## src/rtl/data_rx_rgb565_multi.sv

```systemverilog
// data_rx_rgb565_multi
//
// Purpose:
//   RGB565 pixel receiver for the HUB75-style LED panel datapath. It takes one
//   byte per clock from the AL422 frame FIFO and assembles groups of CHANNELS
//   RGB565 pixels, two bytes per pixel. Each pixel is expanded to 6 bits per
//   colour and compared against the current PWM threshold. The 3-bit {B,G,R}
//   results for all channels are presented on rgb together, once per group.
//   The block also generates the panel shift clock and a one-cycle strobe per
//   completed group for the PWM counter and the AL422 read-reset logic.
//
// Parameters:
//   CHANNELS  pixels per group / RGB output triplets, 1..4
//   PWM_BITS  width of pwm_value, 1..6
//
// Ports:
//   in_clk           byte clock, all state on the rising edge
//   in_nrst          asynchronous active-low reset
//   in_data          FIFO byte, one per in_clk cycle
//   line_start       resync pulse; the byte in the next cycle is byte 0 of a group
//   pwm_value        current PWM threshold
//   led_clk          registered panel shift clock (low first half, high second half)
//   pwm_cntr_strobe  one-cycle pulse after each completed group
//   alrst_strobe     identical to pwm_cntr_strobe
//   rgb              colour bits, channel c in [3c+2:3c] as {B,G,R}
//
// Configuration:
//   DATA_RX_BYTE_SWAP_EN  when defined, the first byte of each pixel is the
//                         high byte (big-endian FIFO content); when undefined,
//                         the first byte is the low byte. Timing is identical.

module data_rx_rgb565_multi #(
  parameter int CHANNELS = 2,
  parameter int PWM_BITS = 6
) (
  input  logic                  in_clk,
  input  logic                  in_nrst,
  input  logic [7:0]            in_data,
  input  logic                  line_start,
  input  logic [PWM_BITS-1:0]   pwm_value,
  output logic                  led_clk,
  output logic                  pwm_cntr_strobe,
  output logic                  alrst_strobe,
  output logic [3*CHANNELS-1:0] rgb
);

  localparam int GROUP_LEN = 2 * CHANNELS;
  localparam int PH_W = (GROUP_LEN > 2) ? $clog2(GROUP_LEN) : 1;
  localparam logic [PH_W-1:0] LAST_PH = PH_W'(GROUP_LEN - 1);
  localparam logic [PH_W-1:0] HIGH_PH = PH_W'(CHANNELS);

  logic [PH_W-1:0]       r_phase;
  logic [PH_W-1:0]       w_phaseNext;
  logic [7:0]            r_firstByte;
  logic [3*CHANNELS-1:0] r_shadow;
  logic [3*CHANNELS-1:0] r_rgb;
  logic [3*CHANNELS-1:0] w_rgbNext;
  logic                  r_ledClk;
  logic                  r_groupDone;
  logic [15:0]           w_pixel;
  logic [5:0]            w_r6;
  logic [5:0]            w_g6;
  logic [5:0]            w_b6;
  logic [2:0]            w_colour;
  logic                  w_transfer;

  // Compare the top PWM_BITS of a 6-bit colour against the threshold.
  // Shifting right by (6 - PWM_BITS) selects x6[5 -: PWM_BITS] while keeping
  // every bit of x6 referenced, so narrow PWM configurations lint cleanly.
  function automatic logic colourBit(input logic [5:0] x6,
                                     input logic [PWM_BITS-1:0] thr);
    return (x6 >> (6 - PWM_BITS)) > 6'(thr);
  endfunction

  // The pixel is completed on odd phases: the held first byte plus the byte
  // arriving now. Which of the two is the high byte depends on FIFO endianness.
`ifdef DATA_RX_BYTE_SWAP_EN
  assign w_pixel = {r_firstByte, in_data};
`else
  assign w_pixel = {in_data, r_firstByte};
`endif

  // Expand 5-bit red/blue to 6 bits by replicating the MSB so that full scale
  // maps to full scale; green is already 6 bits wide.
  assign w_r6 = {w_pixel[15:11], w_pixel[15]};
  assign w_g6 = w_pixel[10:5];
  assign w_b6 = {w_pixel[4:0], w_pixel[4]};

  assign w_colour = {colourBit(w_b6, pwm_value),
                     colourBit(w_g6, pwm_value),
                     colourBit(w_r6, pwm_value)};

  // A transfer happens on the last byte of a group unless a resync arrives
  // in that same cycle, in which case the group is abandoned.
  assign w_transfer = (r_phase == LAST_PH) && !line_start;

  // Next phase: count through the group and wrap; a resync always wins and
  // restarts the group. The rgb candidate is the shadow slots with the final
  // slot replaced by the compare result being produced this very cycle.
  always_comb begin
    w_phaseNext = r_phase + PH_W'(1);
    if (r_phase == LAST_PH) begin
      w_phaseNext = '0;
    end
    if (line_start) begin
      w_phaseNext = '0;
    end
    w_rgbNext = r_shadow;
    w_rgbNext[3*(CHANNELS-1) +: 3] = w_colour;
  end

  // Phase counter and panel shift clock. led_clk is derived from the phase
  // the counter is about to enter, so it is a clean register output that is
  // low for the first half of the group and high for the second half.
  always_ff @(posedge in_clk or negedge in_nrst) begin
    if (!in_nrst) begin
      r_phase  <= '0;
      r_ledClk <= 1'b0;
    end else begin
      r_phase  <= w_phaseNext;
      r_ledClk <= (w_phaseNext >= HIGH_PH);
    end
  end

  // Pixel assembly and comparison. Even phases hold the first byte of a pixel;
  // odd phases drop that pixel's compare result into its shadow slot. Bytes
  // arriving alongside a resync belong to a discarded group and are ignored.
  always_ff @(posedge in_clk or negedge in_nrst) begin
    if (!in_nrst) begin
      r_firstByte <= '0;
      r_shadow    <= '0;
    end else if (!line_start) begin
      if (!r_phase[0]) begin
        r_firstByte <= in_data;
      end
      for (int c = 0; c < CHANNELS; c++) begin
        if (r_phase == PH_W'(2*c + 1)) begin
          r_shadow[3*c +: 3] <= w_colour;
        end
      end
    end
  end

  // Output register and group strobe. All channels update on the same edge,
  // and the strobe is high for exactly the cycle following that edge.
  always_ff @(posedge in_clk or negedge in_nrst) begin
    if (!in_nrst) begin
      r_rgb       <= '0;
      r_groupDone <= 1'b0;
    end else begin
      r_groupDone <= w_transfer;
      if (w_transfer) begin
        r_rgb <= w_rgbNext;
      end
    end
  end

  assign rgb             = r_rgb;
  assign led_clk         = r_ledClk;
  assign pwm_cntr_strobe = r_groupDone;
  assign alrst_strobe    = r_groupDone;

endmodule

```

## config.mk

```make
export PLATFORM = sky130hd
export DESIGN_NAME = data_rx_rgb565_multi
export DESIGN_NICKNAME = d
export VERILOG_FILES = /design/src/rtl/data_rx_rgb565_multi.sv
export SDC_FILE = /design/constraint.sdc
export NUM_CORES = 1
export LEC_CHECK = 0
export CAP_MARGIN = 20
export CORE_MARGIN = 2
export CORE_UTILIZATION = 49
export DETAILED_ROUTE_END_ITERATION = 7
export PLACE_DENSITY = 0.76
export SLEW_MARGIN = 15
export SYNTH_ARGS = -nofsm -noshare
export SYNTH_HDL_FRONTEND = slang
export SYNTH_SLANG_ARGS = --single-unit
```

## constraint.sdc

```tcl
create_clock -name in_clk -period 3.3 [get_ports in_clk]
set_input_delay 0.99 -clock in_clk [delete_from_list [all_inputs] [get_ports in_clk]]
set_output_delay 0.99 -clock in_clk [all_outputs]
set_load 0.02 [all_outputs]
```

Yosys cells after proc, flatten, opt, wreduce, memory -nomap -nowiden
Index checks and enable logic that the tools add are counted.
- register bits: 21
- logic and storage cells: 21
- input bits: 17
- bits in writable memories: 0
- output and inout port bits: 9
- bits in read-only memories: 0
- latch bits: 0
- memories kept: 0
- bitwise logic cells: 2
- divide/modulo/power cells: 0
- eq/ne operators: 2
- order comparisons: 4
- mux-type cells: 2
- reduce and logical (&&, ||, !) cells: 4
- shift-type cells: 0
- multipliers: 0
- $add $sub $neg: 1
- operators by type and width (cell ; number):
    6-bit greater-than comparator ; 3
    2-bit two-way mux ; 2
    2-bit AND reduction ; 2
    2-bit by 1-bit adder with 2-bit output, second input constant ; 1
    2-bit by 1-bit equality test with 1-bit output, second input constant ; 1
    2-bit equality test, second input constant ; 1
    2-bit >= comparator, second input constant ; 1
    1-bit inverter ; 2
    1-bit logical AND ; 1
    1-bit logical NOT ; 1

Longest topological paths before layout
- word-level depth: 4
- gate-level depth with buffers: 6
- depth with buffers taken out: 6

Worst setup path after synthesis
No wires, ideal clock.
- path kind: in2reg
- from: in pwm_value[5]
- to: reg r_shadow[2]
- library setup time: 95 ps
- path buffers: 0
- stages on the path: 5
- slack: 1282 ps
- data required time: 3205 ps
- arrival: 1922 ps
- path through: inv_1 -> ha_1 -> nand4_1 -> o221a_1 -> o31ai_1
- word-level cells in the longest chain between the ends: 1
- RTL lines (item ; line ; RTL):
    start: declaration ; 40 ; input logic [PWM_BITS-1:0] pwm_value,
    6-bit greater-than comparator ; 72 ; return (x6 >> (6 - PWM_BITS)) > 6'(thr);
    end signal: indexed assignment ; 138 ; r_shadow[3*c +: 3] <= w_colour;
    end: declaration ; 55 ; logic [3*CHANNELS-1:0] r_shadow;
Every way passes these cells.
A chain may end at the register's enable or synchronous reset.

Final worst setup path
- from: in pwm_value[5]
- to: reg r_shadow[1]
Same word-level chain as after synthesis.

==> flow_summary.json <==
{
  "maximum_operating_frequency_mhz": 431,
  "timing_worst_setup_path_type": "input pin to flop",
  "postLayoutCoreUtil": 0.660,
  "relSlewSlack": 0.697,
  "final_max_slew_viol_count": 0,
  "grt_setup_unrepaired": "false",
  "fp.dieArea_sq_um": 2770,
  "post_cts.resized_instances": 0,
  "root_buffer": "sky130_fd_sc_hd__clkbuf_4",
  "postSynthRegisterBits": 20,
  "post_synth_inst_count": 109,
  "min_period_ns": 2.32,
  "report.final.hold_viol_count": 0,
  "globalplace.congestion": 0.903,
  "number_of_fill_cells_in_the_layout": 196,
  "power_density_nw_per_um2": 515,
  "dp_cell_count": 161,
  "cts_inserted_buffers": 3,
  "final-setup-viol-count": 0,
  "floorplan.io_pins": 26,
  "drt.antenna.violating_nets": 0,
  "final_hpwl_from_detailed_placement_um": 1820,
  "postCtsSetupBuffers": 0,
  "outcome": "finished, final reports clean",
  "regToRegSetupSlack_ns": 1.84,
  "routed_wire_length_per_instance_um": 13.3,
  "cp_data_arrival_time_ns": 2.52,
  "detail_route.wirelength_um": 2200,
  "synth.area.top_cells": "sky130_fd_sc_hd__dfrtp_1 43%, sky130_fd_sc_hd__ha_1 22%, sky130_fd_sc_hd__mux2_2 8.8%",
  "worst_slew_pin_slew_ns": 0.454,
  "detail_route.iter0.violations": 10,
  "cts-htree-levels": 1,
  "share_of_the_synthesized_area_in_the_top_cell_type": 0.432,
  "grt_remaining_overflow": 0,
  "hold_start": "rgb[3]",
  "worstHoldEndpoint": "rgb[3]",
  "core_area_sq_um": 2230,
  "max-cap-violations": 0,
  "yosys_warnings": 0,
  "routed_via_density": 5.34,
  "antenna_cells_inserted": 0,
  "die_width_um": 52.6,
  "antenna_found_initial": 0,
  "fin_tns_setup_ns": 0,
  "post_synth.cell_area_avg_sq_um": 10.6,
  "worst_reg2reg_path_depth": 4,
  "buffer_ports.inserted": 25,
  "final_common_cell": "sky130_fd_sc_hd__clkdlybuf4s50_1",
  "irDropWorstVdd_mv": 0.277,
  "synthesis.area_sq_um": 1160,
  "largest_net_degree_at_the_start_of_global_routing": 21,
  "worstSkewPairLatency_ns": 0.29,
  "tritoncts_clock_tree": "done",
  "category_of_the_worst_setup_path_capture_point": "flop",
  "cts.reportedPaths.clkPinSlew_ns": 0.11,
  "worst_hold_path.num_cells": 2,
  "drc": 0,
  "preCtsSetupSlack_ns": 0.696,
  "drtPass1Iterations": 4,
  "post_cts_hold_buffer_count": 0,
  "grt_pass1_vias": 949,
  "num-nets-final": 175,
  "global_route_wire_length_before_repair_um": 3930,
  "clock_skew_ns": 0.00130,
  "rows": 17,
  "gr-usage-all-layers": 0.196,
  "ys_seq_area_frac": 0.432,
  "final.setup.worst_slack_ns": 0.977,
  "drive_above_1_share": 0.109,
  "routed-via-count": 881,
  "r2r_start": "r_firstByte[7]",
  "reg2reg_to": "r_shadow[1]",
  "cts_sinks": 20,
  "chipHeight_um": 52.6,
  "mostFrequentLayoutCells": "25 x sky130_fd_sc_hd__clkdlybuf4s50_1, 20 x sky130_fd_sc_hd__ha_1, 20 x sky130_fd_sc_hd__dfrtp_1, 14 x sky130_fd_sc_hd__nand2_1, 13 x sky130_fd_sc_hd__inv_1",
  "cts.path.max_buffers": 2,
  "ys_types": 16,
  "synth_largest_area_cell": "sky130_fd_sc_hd__dfrtp_1",
  "areaGrowthSynthToFinish_pct": 27.4,
  "multi_input_comb_area_sq_um": 596,
  "floorplan.initialDensity": 0.518,
  "regArea_sq_um": 500,
  "path_max_fanout": 3,
  "hold_path.class": "flop to flop",
  "cp.required_ns": 3.50,
  "final.period_utilization": 0.704,
  "p_leak_uw": 0.000704,
  "syn-num-nets": 146,
  "crit_path_start_kind": "input pin",
  "layoutNonFillerInstCount": 165,
  "finalHoldWorstSlack_ns": 0.494
}
final cells by class:
class,count,share of cell area
Tap cell,28,0.0238
Inverter,13,0.0331
Sequential cell,20,0.340
Timing Repair Buffer,26,0.175
Clock buffer,4,0.0246
Multi-Input combinational cell,74,0.404
report_power, final:
| part | internal (uW) | leakage, uW | total (uW) | switching [uW] |
|---|---|---|---|---|
| Sequential | 306 | 0.000250 | 339 | 32.7 |
| Clock | 67.1 | 0.0000210 | 139 | 72.1 |
| Combinational | 145 | 0.000433 | 281 | 136 |
cells in the mapped netlist:
| cell type | n |
|---|---|
| sky130_fd_sc_hd__mux2_2 | 9 |
| sky130_fd_sc_hd__buf_4 | 1 |
| sky130_fd_sc_hd__nand4_1 | 3 |
| sky130_fd_sc_hd__nor2_2 | 1 |
| sky130_fd_sc_hd__inv_1 | 13 |
| sky130_fd_sc_hd__nand2_1 | 14 |
| sky130_fd_sc_hd__ha_1 | 20 |
| sky130_fd_sc_hd__o221a_1 | 3 |
| sky130_fd_sc_hd__a21oi_1 | 9 |
| sky130_fd_sc_hd__nor2_1 | 4 |
| sky130_fd_sc_hd__nand2b_1 | 2 |
| sky130_fd_sc_hd__o21ai_0 | 2 |
| sky130_fd_sc_hd__buf_2 | 1 |
| sky130_fd_sc_hd__nor3_1 | 1 |
| sky130_fd_sc_hd__o31ai_1 | 6 |
| sky130_fd_sc_hd__dfrtp_1 | 20 |
per-stage QoR:
stage,total power (uW),area (sq um)
2_1_floorplan,501,1160
3_3_place_gp,617,1440
3_5_place_dp,628,1440
4_1_cts,767,1470
5_1_grt,819,1470
6_report,759,1470
registers in the layout, indices dropped and copies added (netlist names):
name / flops
rgb: 6
alrst_strobe: 1
r_phase: 1
r_shadow: 3
led_clk: 1
r_firstByte: 8
worst max-delay path, stage by stage:
cell and delay, ns:
sky130_fd_sc_hd__clkdlybuf4s50_1 0.45, sky130_fd_sc_hd__inv_1 0.07, sky130_fd_sc_hd__ha_1 0.32, sky130_fd_sc_hd__nand4_1 0.11, sky130_fd_sc_hd__o221a_1 0.31, sky130_fd_sc_hd__o31ai_1 0.27
routing by layer:
| metal | track usage | routed length [um] |
|---|---|---|
| met3 | 0.0257 | 96 |
| met4 | 0.0641 | 17 |
| met1 | 0.234 | 1010 |
| met5 | 0 | 0 |
| met2 | 0.358 | 1080 |
worst max-delay path by stage:
stage | startpoint | end | cells past startpoint
after floorplan | pwm_value[5] | r_shadow[2] | 5
after global placement | pwm_value[5] | rgb[5] | 6
after detailed placement | pwm_value[4] | r_shadow[1] | 6
after CTS | pwm_value[5] | r_shadow[1] | 6
after global routing | pwm_value[5] | rgb[5] | 6
final | pwm_value[5] | r_shadow[1] | 6
cells by family (layout without fill, tap and decap cells):
logic type      count (synthesis)  in the layout  synth area share
buf+inv                        15             43            0.0530
fa+ha+maj                      20             20             0.216
simple gates                   25             25            0.0951
flops                          20             20             0.432
compound gates                 20             20             0.116
mux                             9              9            0.0876
(Power assumes the default switching activity.)
